--- src/rtl/frame_sequencer.sv ---
// frame_sequencer
//
// Steps the test-pattern generator through every code enabled in
// PATTERN_MASK (ascending), lets the generator run FRAMES_PER_PATTERN
// frames per code, and enables the frame grabber for the last frame of
// each code only. Frame geometry (pixels per line, lines per frame) is
// checked against WIDTH/HEIGHT, and a missing frame after gen_start is
// reported as a timeout.
//
// Ports
//   clk          clock, rising edge
//   rst          asynchronous, active-high reset
//   start        begin a sequence (honoured only while idle)
//   abort        stop the sequence at once, from any state
//   fval/lval/dval  frame / line / pixel strobes of the video bus
//   gen_start    one-cycle pulse: generator starts pattern `sel`
//   sel          current pattern code
//   en           grabber capture enable (one frame per pattern)
//   busy         high while a sequence is running
//   done         one-cycle pulse when the whole sequence has completed
//   geom_err     sticky: a line or frame had the wrong size
//   timeout_err  sticky: no frame arrived in time
//   frame_cnt    frames completed since the last start (wraps)

module frame_sequencer #(
    parameter int          WIDTH              = 640,
    parameter int          HEIGHT             = 480,
    parameter int          FRAMES_PER_PATTERN = 2,
    parameter logic [7:0]  PATTERN_MASK       = 8'b1100_1111,
    parameter int          TIMEOUT_CYCLES     = 2_000_000
) (
    input  logic        clk,
    input  logic        rst,
    input  logic        start,
    input  logic        abort,
    input  logic        fval,
    input  logic        lval,
    input  logic        dval,
    output logic        gen_start,
    output logic [2:0]  sel,
    output logic        en,
    output logic        busy,
    output logic        done,
    output logic        geom_err,
    output logic        timeout_err,
    output logic [15:0] frame_cnt
);

    function automatic logic [2:0] first_code(input logic [7:0] m);
        logic [2:0] c;
        c = '0;
        for (int k = 7; k >= 0; k--) begin
            if (m[k]) c = 3'(k);
        end
        return c;
    endfunction

    function automatic logic [11:0] sat_inc(input logic [11:0] v);
        return (v == 12'hFFF) ? v : v + 12'd1;
    endfunction

    localparam logic [2:0]  FIRST_SEL = first_code(PATTERN_MASK);
    localparam logic [7:0]  LAST_FRM  = 8'(FRAMES_PER_PATTERN - 1);
    localparam logic [31:0] TMO_LAST  = 32'(TIMEOUT_CYCLES - 1);
    localparam logic [11:0] WIDTH_C   = 12'(WIDTH);
    localparam logic [11:0] HEIGHT_C  = 12'(HEIGHT);

    typedef enum logic [2:0] {
        S_IDLE,
        S_LOAD,
        S_WAIT_F,
        S_FRAME,
        S_ADV
    } state_t;

    state_t      state;
    logic        fval_q;
    logic        lval_q;
    logic [7:0]  frm_idx;
    logic [31:0] tmo_cnt;
    logic [11:0] line_cnt;
    logic [11:0] pix_cnt;
    logic        in_line;

    logic        fval_rise;
    logic        fval_fall;
    logic        lval_rise;
    logic        lval_fall;
    logic        has_next;
    logic [2:0]  next_sel;

    assign fval_rise = fval & ~fval_q;
    assign fval_fall = ~fval & fval_q;
    assign lval_rise = lval & ~lval_q;
    assign lval_fall = ~lval & lval_q;

    // Next higher enabled code above the current one, if any.
    always_comb begin
        has_next = 1'b0;
        next_sel = sel;
        for (int k = 7; k >= 0; k--) begin
            if (PATTERN_MASK[k] && (k > int'(sel))) begin
                has_next = 1'b1;
                next_sel = 3'(k);
            end
        end
    end

    always_ff @(posedge clk or posedge rst) begin
        if (rst) begin
            state       <= S_IDLE;
            sel         <= FIRST_SEL;
            gen_start   <= 1'b0;
            en          <= 1'b0;
            busy        <= 1'b0;
            done        <= 1'b0;
            geom_err    <= 1'b0;
            timeout_err <= 1'b0;
            frame_cnt   <= '0;
            fval_q      <= 1'b0;
            lval_q      <= 1'b0;
            frm_idx     <= '0;
            tmo_cnt     <= '0;
            line_cnt    <= '0;
            pix_cnt     <= '0;
            in_line     <= 1'b0;
        end else begin
            fval_q    <= fval;
            lval_q    <= lval;
            gen_start <= 1'b0;
            done      <= 1'b0;

            if (abort) begin
                // Error flags and frame_cnt are left as they are so the
                // aborted run can still be inspected.
                state   <= S_IDLE;
                sel     <= FIRST_SEL;
                en      <= 1'b0;
                busy    <= 1'b0;
                frm_idx <= '0;
                in_line <= 1'b0;
            end else begin
                case (state)
                    S_IDLE: begin
                        sel <= FIRST_SEL;
                        if (start) begin
                            state       <= S_LOAD;
                            busy        <= 1'b1;
                            frm_idx     <= '0;
                            frame_cnt   <= '0;
                            geom_err    <= 1'b0;
                            timeout_err <= 1'b0;
                        end
                    end

                    // sel was settled on entry here, so it is already
                    // stable for a full cycle when gen_start fires.
                    S_LOAD: begin
                        gen_start <= 1'b1;
                        tmo_cnt   <= '0;
                        state     <= S_WAIT_F;
                    end

                    S_WAIT_F: begin
                        if (fval_rise) begin
                            state    <= S_FRAME;
                            en       <= (frm_idx == LAST_FRM);
                            line_cnt <= lval_rise ? 12'd1 : 12'd0;
                            pix_cnt  <= (lval_rise && dval) ? 12'd1 : 12'd0;
                            in_line  <= lval_rise;
                        end else if (tmo_cnt >= TMO_LAST) begin
                            timeout_err <= 1'b1;
                            state       <= S_IDLE;
                            sel         <= FIRST_SEL;
                            busy        <= 1'b0;
                            frm_idx     <= '0;
                        end else begin
                            tmo_cnt <= tmo_cnt + 32'd1;
                        end
                    end

                    S_FRAME: begin
                        if (lval_rise) begin
                            line_cnt <= sat_inc(line_cnt);
                            pix_cnt  <= dval ? 12'd1 : 12'd0;
                            in_line  <= 1'b1;
                        end else if (lval && dval) begin
                            pix_cnt <= sat_inc(pix_cnt);
                        end
                        // Only lines that began inside this frame are judged.
                        if (lval_fall && in_line) begin
                            in_line <= 1'b0;
                            if (pix_cnt != WIDTH_C) geom_err <= 1'b1;
                        end
                        if (fval_fall) begin
                            if (line_cnt != HEIGHT_C) geom_err <= 1'b1;
                            frame_cnt <= frame_cnt + 16'd1;
                            in_line   <= 1'b0;
                            state     <= S_ADV;
                        end
                    end

                    S_ADV: begin
                        en <= 1'b0;
                        if (frm_idx < LAST_FRM) begin
                            // Generator free-runs: wait for its next frame.
                            frm_idx <= frm_idx + 8'd1;
                            tmo_cnt <= '0;
                            state   <= S_WAIT_F;
                        end else begin
                            frm_idx <= '0;
                            if (has_next) begin
                                sel   <= next_sel;
                                state <= S_LOAD;
                            end else begin
                                done  <= 1'b1;
                                busy  <= 1'b0;
                                sel   <= FIRST_SEL;
                                state <= S_IDLE;
                            end
                        end
                    end

                    default: state <= S_IDLE;
                endcase
            end
        end
    end

endmodule

--- config.mk ---
export PLATFORM = sky130hd
export DESIGN_NAME = frame_sequencer
export DESIGN_NICKNAME = d
export VERILOG_FILES = /design/src/rtl/frame_sequencer.sv
export SDC_FILE = /design/constraint.sdc
export NUM_CORES = 1
export LEC_CHECK = 0
export ABC_AREA = 1
export CORE_MARGIN = 5
export CORE_UTILIZATION = 35
export CTS_BUF_LIST = sky130_fd_sc_hd__clkbuf_4
export DETAILED_ROUTE_END_ITERATION = 7
export PLACE_DENSITY_LB_ADDON = 0.15
export SKIP_CTS_REPAIR_TIMING = 1
export SLEW_MARGIN = 15
export SYNTH_ARGS = -nofsm -noshare
export SYNTH_HDL_FRONTEND = slang
export SYNTH_SLANG_ARGS = --single-unit
--- constraint.sdc ---
create_clock -name clk -period 3.97 [get_ports clk]
set_input_delay 0.794 -clock clk [delete_from_list [all_inputs] [get_ports clk]]
set_output_delay 0.794 -clock clk [all_outputs]
set_load 0.005 [all_outputs]
==> run metrics, run 1 <==
outcome finished, final reports clean; yosys warns 0; Least-Margin Pin Slew 722 ps; Sequential Area approximately 0.0024 mm²; LEAKAGE roughly 2.8 nW; CP arrival 3000 ps; Final Setup Violations 0; Area contributors post-synth dfrtp_1, nand2_1, nor2_1; cts bufs inserted 9; DRT iter0 DRCs ~340; max_cap viols 0; VDD IR max around 0.16 mV; fin crit period 2620 ps; clock buffer depth 2; Mapped Area about 0.0057 mm²; skew final ~24 ps; largest net degree at the start of global routing between 50 and 60; Tcrit/Tclk final between 60% and 70%; Setup CP Type reg -> reg; Tightest Hold Check Type reg -> reg; endpoints failing hold 0; share of cells above drive strength 1 around 5.5%; Critical Path RT approximately 4400 ps; chip width ~140 µm; RSZ-0062 raised after global routing false; internal power between 0.0015 and 0.002 W; HPWL Detailed about 10000 µm; Logic pwr share 29.1%; Pwr per Cell Area ~400 mW/mm²; share of power burned in registers about 47%; Sw Share between 30 and 40%; Final nets ~840; Clock Latency Late Sink 470 ps; final setup TNS 0 ps; total gr overflow 0; initial antenna violation count 1; clk sink count 95; Crit path max-delay family simple AND/OR/NAND/NOR gates; CP max stage cell a21oi_4; DR vias/cell around 4.9; fmax approximately 380 MHz; CTS clk-pin slew, worst paths 160 ps; die height 137 µm; vias in the first global route around 4900; Avg Inst Size Synth approximately 7.1 µm²; NetSw 0.000982 W; IO Count 32; H-Tree Depth 3; DRT Pass-1 Iters 5; Critical Path Max Stage Delay around 570 ps; CP Buf/Inv Count 2; highest fanout seen on the critical path 25; Total GRT Usage 15.4%; CTS tree done; Max-slew headroom roughly 52%; Buffers on Ports 31; Layout fillers about 1700; final WL between 10000 and 15000 µm; CP startpoint kind flop; synth unique cells 38; Initial Utilization approximately 36%; die area 0.0189 mm²; # rows 46; Seq/Total Area, Yosys 41.8%; synthesized instance count approximately 800; Clock power frac a little under a quarter; first-pass GRT wire length between 20000 and 25000 µm; area of the multi-input gates 0.00282 mm²; Worst Setup End Kind flop; total power around 0.0025 W; post-synthesis register bit count 95; Core Area around 0.016 mm²; DR DRC count 0; Area Overhead vs Synth 12.1%; post-synth top area share a little over two fifths; Routed WL per cell between 10 and 15 µm; Via Count roughly 5100; crit path cell chain inv_1 > nand3_2 > nand3_1 > nand3_1 > a21oi_4 > buf_12 > nand2_1 > o21ai_1; clock root cell clkbuf_4; GP Congestion about 0.85; synthesized net count roughly 810; Slew Limit Fails 0; CP dominant cell by count nand3_1; number of routed nets with antenna violations 0; Yosys top cell by area dfrtp_1
-- worst min-delay path, delay by kind of cell (launching register included) --
kind             cells  cell delay [ps]
and+or+nand+nor      2              110
DFF                  1              380
-- sequential cells by signal, indices dropped and copies added (netlist names), 3 cells and up --
register	flops
tmo_cnt	32
state	3
pix_cnt	12
frame_cnt	16
line_cnt	12
frm_idx	8
sel	3
-- placed cells by master (no fill, tap or decap), types with 2 or more instances in the layout --
master,Yosys,final
nor2_2,6,6
o21ai_0,38,38
xnor2_1,3,3
inv_2,6,6
xor2_1,17,17
clkdlybuf4s50_1,0,31
nand2b_1,2,2
nor2_1,110,110
o21ai_1,16,16
o31ai_1,6,6
nand3_1,51,51
nand2_1,221,221
nand2_2,3,3
ha_1,9,9
clkinv_2,0,3
buf_12,0,2
nor4_1,6,6
inv_1,99,98
o21bai_1,2,2
nor2_4,3,3
a21oi_2,2,2
clkbuf_4,0,10
nand3_2,3,3
nand4_1,30,30
dfrtp_1,95,95
bufinv_16,0,2
nor3b_1,4,4
a21oi_1,16,16
nor3_1,24,24
-- cell type report --
class / count / area share, %
flip-flops and latches: 95 / 37.3
clock buffers: 10 / 1.18
diodes: 1 / 0.0393
clock inverters: 6 / 1.32
inverters: 105 / 6.22
repair buffers: 33 / 5.50
multi-input cells: 582 / 44.2
well taps: 216 / 4.24
-- stage by stage --
stage	instances	worst slack (ps)	hold WS, ps	util [%]	cell area, µm²
floorplan	797	699	460	-	5680
global placement	1031	1030	461	39.1	6210
detailed placement	1031	1000	483	39.1	6210
CTS	1047	1370	511	40.1	6370
global route	1048	1160	531	40.1	6370
finish	1048	1350	502	40.1	6370
-- kinds of logic after synthesis --
family | Yosys count | share of synthesized area (%)
xor gates and xnor gates | 20 | 3.08
adders and majority gates | 9 | 1.98
and+or+nand+nor | 468 | 36.1
DFF | 95 | 41.8
AOI/OAI and AO/OA | 85 | 8.43
buffers and inverters | 120 | 8.63
-- layer usage --
layer,GRT usage (%),wire length [µm],vias to the layer above,share of wire (%)
li1,-,-,2611,-
met5,0,0,-,0
met3,2.48,525,17,3.8
met2,23.8,6120,94,45
met1,22.0,6780,2396,50
met4,5.43,246,0,1.8
-- worst paths after layout --
path | start | endpoint | slack [ps] | cells after the start
worst max-delay path | state[2] | tmo_cnt[0] | 1350 | 8
worst min-delay path | busy | busy | 500 | 2
worst max register to register | state[2] | tmo_cnt[0] | 1350 | 8
worst min register to register | busy | busy | 500 | 2
max in group asynchronous | rst | frm_idx[4] | 2520 | 3
min in group asynchronous | rst | state[2] | 790 | 2
-- power groups by stage --
| stage | sequential, W | clock, W | combinational [W] |
|---|---|---|---|
| global route | 0.00120 | 0.000671 | 0.000830 |
| finish | 0.00118 | 0.000604 | 0.000734 |
| global placement | 0.00120 | 0 | 0.000723 |
| CTS | 0.00118 | 0.000639 | 0.000742 |
| floorplan | 0.00117 | 0 | 0.000557 |
| detailed placement | 0.00120 | 0 | 0.000738 |
-- synthesized netlist by cell type --
cell	n
o41ai_1	1
ha_1	9
or2_1	1
nand2_2	3
o31ai_1	6
dfrtp_1	95
nor3b_1	4
nor2_4	3
buf_6	2
nand2_1	221
inv_1	99
nand2b_1	2
and2_1	1
nor4_1	6
buf_4	6
a21oi_4	1
xnor2_1	3
nand3_2	3
nand3_4	1
nand3_1	51
nand3b_1	1
inv_2	6
nand4_1	30
buf_2	2
nor2_1	110
a21oi_1	16
clkbuf_1	5
a21oi_2	2
nor3_1	24
a21o_1	1
o21bai_1	2
nor2_2	6
o21bai_2	1
a21boi_0	1
o21ai_1	16
o21ai_0	38
xor2_1	17
or2_2	1
Power figures use the tool's default switching activity.
==> run 2: changes to the inputs <==
==> constraint.sdc (replaced) <==
create_clock -name clk -period 2.4 [get_ports clk]
set_input_delay 0.48 -clock clk [delete_from_list [all_inputs] [get_ports clk]]
set_output_delay 0.48 -clock clk [all_outputs]
set_load 0.005 [all_outputs]
==> run metrics, run 2 (synthesized netlist as in run 1, its figures left out) <==
RSZ-0062 raised after global routing false (unchanged); DRT iter0 DRCs 357 (was 344); Final nets 854 (was 842); Crit path max-delay family simple AND/OR/NAND/NOR gates (unchanged); chip width 137 µm (unchanged); LEAKAGE 2.84 nW (was 2.80 nW); Total GRT Usage 15.2% (was 15.4%); skew final 23.5 ps (was 23.7 ps); most frequent cells in the layout nand2_1, nor2_1, inv_1 (unchanged); DR vias/cell 4.90 (was 4.88); Final Setup Violations 0 (unchanged); Core Area 0.0159 mm² (unchanged); Largest register FFs 32 (unchanged); fin crit period 2160 ps (was 2620 ps); Tightest Hold Check Type in -> async (was reg -> reg); final setup TNS 0 ps (unchanged); share of cells above drive strength 1 6.54% (was 5.54%); CP max stage cell dfrtp_1 (was a21oi_4); final WL 13600 µm (was 13700 µm); Layout fillers 1671 (was 1690); die area 0.0189 mm² (unchanged); IO Count 32 (unchanged); DR DRC count 0 (unchanged); Tcrit/Tclk final 89.9% (was 65.9%); crit path cell chain ha_1 > nand2_1 > nor2_4 > nand3_1 > nand2_1 > nand2_1 > nand2_2 > nand2_1 > nand3_1 > nand2_1 > nand2_1 > nand2_1 (was inv_1 > nand3_2 > nand3_1 > nand3_1 > a21oi_4 > buf_12 > nand2_1 > o21ai_1); outcome finished, final reports clean (unchanged); endpoints failing hold 0 (unchanged); Sw Share 38.6% (was 39.0%); largest net degree at the start of global routing 86 (was 56); clk sink count 95 (unchanged); share of power burned in registers 46.6% (was 46.9%); Slew Limit Fails 0 (unchanged); # rows 46 (unchanged); R2R depth 12 (was 8); clock root cell clkbuf_4 (unchanged); Area Overhead vs Synth 13.5% (was 12.1%); clock buffer depth 2 (unchanged); total gr overflow 0 (unchanged); Routed WL per cell 12.9 µm (was 13.0 µm); number of routed nets with antenna violations 0 (unchanged); placed instance area 0.00630 mm² (was 0.00621 mm²); CP dominant cell by count nand2_1 (was nand3_1); NetSw 0.00162 W (was 0.000982 W); cts bufs inserted 9 (unchanged); most common cell after layout, fill and taps aside nand2_1 (unchanged); die height 137 µm (unchanged); Critical Path Max Stage Delay 470 ps (was 570 ps); Max-slew headroom 69.0% (was 51.9%); Worst Setup End Kind flop (unchanged); VDD IR max 0.237 mV (was 0.163 mV); Via Count 5176 (was 5118); Clock power frac 23.3% (was 24.0%); Least-Margin Pin Slew 466 ps (was 722 ps); initial antenna violation count 0 (was 1); fmax 463 MHz (was 382 MHz); CP Buf/Inv Count 0 (was 2); antenna fix cells 0 (was 1); r2r setup slk 240 ps (was 1350 ps); vias in the first global route 4835 (was 4850); Clock Latency Late Sink 470 ps (about the same); worst r2r src tmo_cnt[0] (was state[2]); first-pass GRT wire length 23400 µm (was 23600 µm); max_cap viols 0 (unchanged); H-Tree Depth 3 (unchanged); Pwr per Cell Area 652 mW/mm² (was 395 mW/mm²); CTS clk-pin slew, worst paths 150 ps (was 160 ps); CP startpoint kind flop (unchanged); internal power 0.00258 W (was 0.00154 W); Critical Path RT 2760 ps (was 4360 ps); CTS tree done (unchanged); total power 0.00420 W (was 0.00252 W); Initial Utilization 35.8% (unchanged); Largest Register tmo_cnt (unchanged); highest fanout seen on the critical path 11 (was 25); Logic pwr share 30.1% (was 29.1%); Buffers on Ports 31 (unchanged); reg-to-reg endpoint sel[0] (was tmo_cnt[0]); DRT Pass-1 Iters 5 (unchanged); Regs by FF count tmo_cnt (32), frame_cnt (16) (unchanged); CP arrival 2520 ps (was 3000 ps); Setup CP Type reg -> reg (unchanged); HPWL Detailed 9930 µm (was 10000 µm); post-route cell area 0.00645 mm² (was 0.00637 mm²); GP Congestion 0.895 (was 0.846)
[run 2: changes by cell type in the layout (fill, tap and decap cells not counted), sizes merged]
cell	before	now
buf	2	14
inv	106	104
clkinv	3	2
clkinvlp	0	1
diode	1	0
[run 2: final cells by class]
| class | count | area (µm²) | share of cell area (%) |
|---|---|---|---|
| clock inverters | 4 | 72.6 | 1.13 |
| well taps | 216 | 270 | 4.19 |
| clock buffers | 10 | 75.1 | 1.16 |
| inverters | 105 | 398 | 6.17 |
| repair buffers | 45 | 440 | 6.83 |
| flip-flops and latches | 95 | 2380 | 36.9 |
| multi-input cells | 582 | 2820 | 43.7 |
[run 2: how the worst max path moves through the flow]
stage | slack (ps) | startpoint | cells past startpoint | to
finish | 240 | tmo_cnt[0] | 12 | sel[0]
global route | 10 | tmo_cnt[0] | 12 | sel[1]
CTS | 250 | tmo_cnt[0] | 12 | sel[0]
detailed placement | 40 | fval | 10 | line_cnt[6]
global placement | 140 | fval | 10 | line_cnt[7]
floorplan | 630 | tmo_cnt[0] | 10 | tmo_cnt[3]
[run 2: per-stage QoR]
step	utilization (%)	hold slack, ps	worst slack [ps]	cells
floorplan	-	460	635	797
global placement	39.7	459	141	1043
detailed placement	39.7	467	35.2	1043
CTS	40.6	250	246	1057
global route	40.6	282	11.5	1057
finish	40.6	280	241	1057
[run 2: layer usage]
metal  track usage [%]  vias to the layer above  share of wire [%]
li1                  -                     2647                  -
met3              2.45                       18                3.7
met2              23.2                       92                 44
met5                 0                        -                  0
met1              21.8                     2419                 50
met4              5.49                        0                1.8
[run 2: power by group through the flow]
stage / combinational [W] / clock [W] / sequential [W]
floorplan: 0.000922 / 0 / 0.00193
global placement: 0.00125 / 0 / 0.00198
detailed placement: 0.00128 / 0 / 0.00198
CTS: 0.00129 / 0.00101 / 0.00195
global route: 0.00146 / 0.00107 / 0.00199
finish: 0.00127 / 0.000979 / 0.00196
==> run 3: changes to the inputs <==
--- a/config.mk
+++ b/config.mk
@@ -6,13 +6,14 @@
 export NUM_CORES = 1
 export LEC_CHECK = 0
 export ABC_AREA = 1
+export CELL_PAD_IN_SITES_DETAIL_PLACEMENT = 2
+export CELL_PAD_IN_SITES_GLOBAL_PLACEMENT = 2
 export CORE_MARGIN = 5
 export CORE_UTILIZATION = 35
 export CTS_BUF_LIST = sky130_fd_sc_hd__clkbuf_4
 export DETAILED_ROUTE_END_ITERATION = 7
 export PLACE_DENSITY_LB_ADDON = 0.15
 export SKIP_CTS_REPAIR_TIMING = 1
-export SLEW_MARGIN = 15
 export SYNTH_ARGS = -nofsm -noshare
 export SYNTH_HDL_FRONTEND = slang
 export SYNTH_SLANG_ARGS = --single-unit
==> constraint.sdc (replaced) <==
create_clock -name clk -period 2.1 [get_ports clk]
set_input_delay 0.42 -clock clk [delete_from_list [all_inputs] [get_ports clk]]
set_output_delay 0.42 -clock clk [all_outputs]
set_load 0.005 [all_outputs]
==> run metrics, run 3 (synthesized netlist as in run 1, its figures left out) <==
Tcrit/Tclk final 94.7% (was 89.9%); CP Buf/Inv Count 3 (was 0); VDD IR max 0.347 mV (was 0.237 mV); chip width 137 µm (unchanged); die height 137 µm (unchanged); fin util 42.2% (was 40.6%); Slew Limit Fails 0 (unchanged); Routed WL per cell 17.7 µm (was 12.9 µm); fmax 503 MHz (was 463 MHz); Regs by FF count tmo_cnt (32), frame_cnt (16) (unchanged); Final nets 876 (was 854); Pwr per Cell Area 793 mW/mm² (was 652 mW/mm²); endpoints failing hold 0 (unchanged); Total GRT Usage 21.0% (was 15.2%); first-pass GRT wire length 31300 µm (was 23400 µm); crit path cell chain inv_1 > nand3_4 > inv_2 > buf_4 > nor2_1 > nor3_1 > nor3_1 (was ha_1 > nand2_1 > nor2_4 > nand3_1 > nand2_1 > nand2_1 > nand2_2 > nand2_1 > nand3_1 > nand2_1 > nand2_1 > nand2_1); Clock Latency Late Sink 490 ps (was 470 ps); CP startpoint kind flop (unchanged); DR vias/cell 5.13 (was 4.90); fin crit period 1990 ps (was 2160 ps); Tightest Hold Check Type in -> async (unchanged); final WL 19200 µm (was 13600 µm); clock buffer depth 2 (unchanged); Crit path max-delay family simple AND/OR/NAND/NOR gates (unchanged); CP arrival 2370 ps (was 2520 ps); Core Area 0.0159 mm² (unchanged); most common cell after layout, fill and taps aside nand2_1 (unchanged); most frequent cells in the layout nand2_1, nor2_1, inv_1 (unchanged); GP Congestion 0.830 (was 0.895); IO Count 32 (unchanged); H-Tree Depth 3 (unchanged); DRT iter0 DRCs 176 (was 357); area of the multi-input gates 0.00285 mm² (was 0.00282 mm²); LEAKAGE 2.98 nW (was 2.84 nW); DR DRC count 0 (unchanged); initial antenna violation count 1 (was 0); largest net degree at the start of global routing 96 (was 86); vias in the first global route 6181 (was 4835); Least-Margin Pin Slew 564 ps (was 466 ps); CTS clk-pin slew, worst paths 180 ps (was 150 ps); number of routed nets with antenna violations 0 (unchanged); share of cells above drive strength 1 9.60% (was 6.54%); Critical Path Max Stage Delay 420 ps (was 470 ps); Via Count 5552 (was 5176); # rows 46 (unchanged); HPWL Detailed 13900 µm (was 9930 µm); CTS tree done (unchanged); post-route cell area 0.00670 mm² (was 0.00645 mm²); highest fanout seen on the critical path 20 (was 11); Largest register FFs 32 (unchanged); Largest Register tmo_cnt (unchanged); max_cap viols 0 (unchanged); Worst Setup End Kind flop (unchanged); Critical Path RT 2480 ps (was 2760 ps); outcome finished, final reports clean (unchanged); total gr overflow 0 (unchanged); total power 0.00531 W (was 0.00420 W); cts bufs inserted 9 (unchanged); Buffers on Ports 31 (unchanged); Sequential Area 0.00238 mm² (about the same); clk sink count 95 (unchanged); Initial Utilization 35.8% (unchanged); clock root cell clkbuf_4 (unchanged); Layout fillers 1921 (was 1671); placed instance area 0.00641 mm² (was 0.00630 mm²); final setup TNS 0 ps (unchanged); Area Overhead vs Synth 17.8% (was 13.5%); Setup CP Type reg -> reg (unchanged); CP max stage cell dfrtp_1 (unchanged); Final Setup Violations 0 (unchanged); CP dominant cell by count nor3_1 (was nand2_1); Max-slew headroom 62.4% (was 69.0%); skew final 22.8 ps (was 23.5 ps); die area 0.0189 mm² (unchanged); DRT Pass-1 Iters 4 (was 5)
==> run 3: worst paths after layout <==
check	to	slack (ps)	start	cells past startpoint
hold reg to reg	busy	510	busy	2
max in group asynchronous	frame_cnt[1]	1260	rst	3
setup reg to reg	in_line	110	state[2]	7
hold / removal	tmo_cnt[29]	370	rst	3
min in group clk	fval_q	420	fval	1
setup / recovery	in_line	110	state[2]	7
==> run 3: through the flow <==
step	worst slack, ps	hold WS, ps	instances
after global routing	-16.1	387	1082
after CTS	-28.8	387	1074
after global placement	-30.4	459	1058
after detailed placement	-158	482	1058
final	111	367	1082
after floorplan	335	451	797
==> run 3: power by group <==
group	internal, W	total, W	switching, W	leakage (nW)
registers	0.00200	0.00224	0.000231	1.31
clock network	0.000595	0.00132	0.000725	0.0950
logic	0.000596	0.00176	0.00116	1.58
total	0.00320	0.00531	0.00212	2.98
==> run 3: worst reg2reg max path, stage by stage, from the launching register on <==
cell and delay [ps]:
dfrtp_1 420, inv_1 180, nand3_4 230, inv_2 130, buf_4 290, nor2_1 170, nor3_1 340, nor3_1 110
==> run 3: area by class of cell <==
cell class	count	area share, %
sequential	95	35.5
antenna	1	0.0374
clock buffer	9	1.01
timing repair buffer	67	9.30
inverter	105	5.94
clock inverter	7	1.66
multi-input combinational	582	42.5
tap	216	4.04
==> run 3: routing by layer <==
layer,share of wire (%),GRT usage [%],vias to the layer above
met3,1.9,2.30,20
met2,51,37.3,48
met4,1.6,6.87,0
li1,-,-,2675
met5,0,0,-
met1,46,26.4,2809
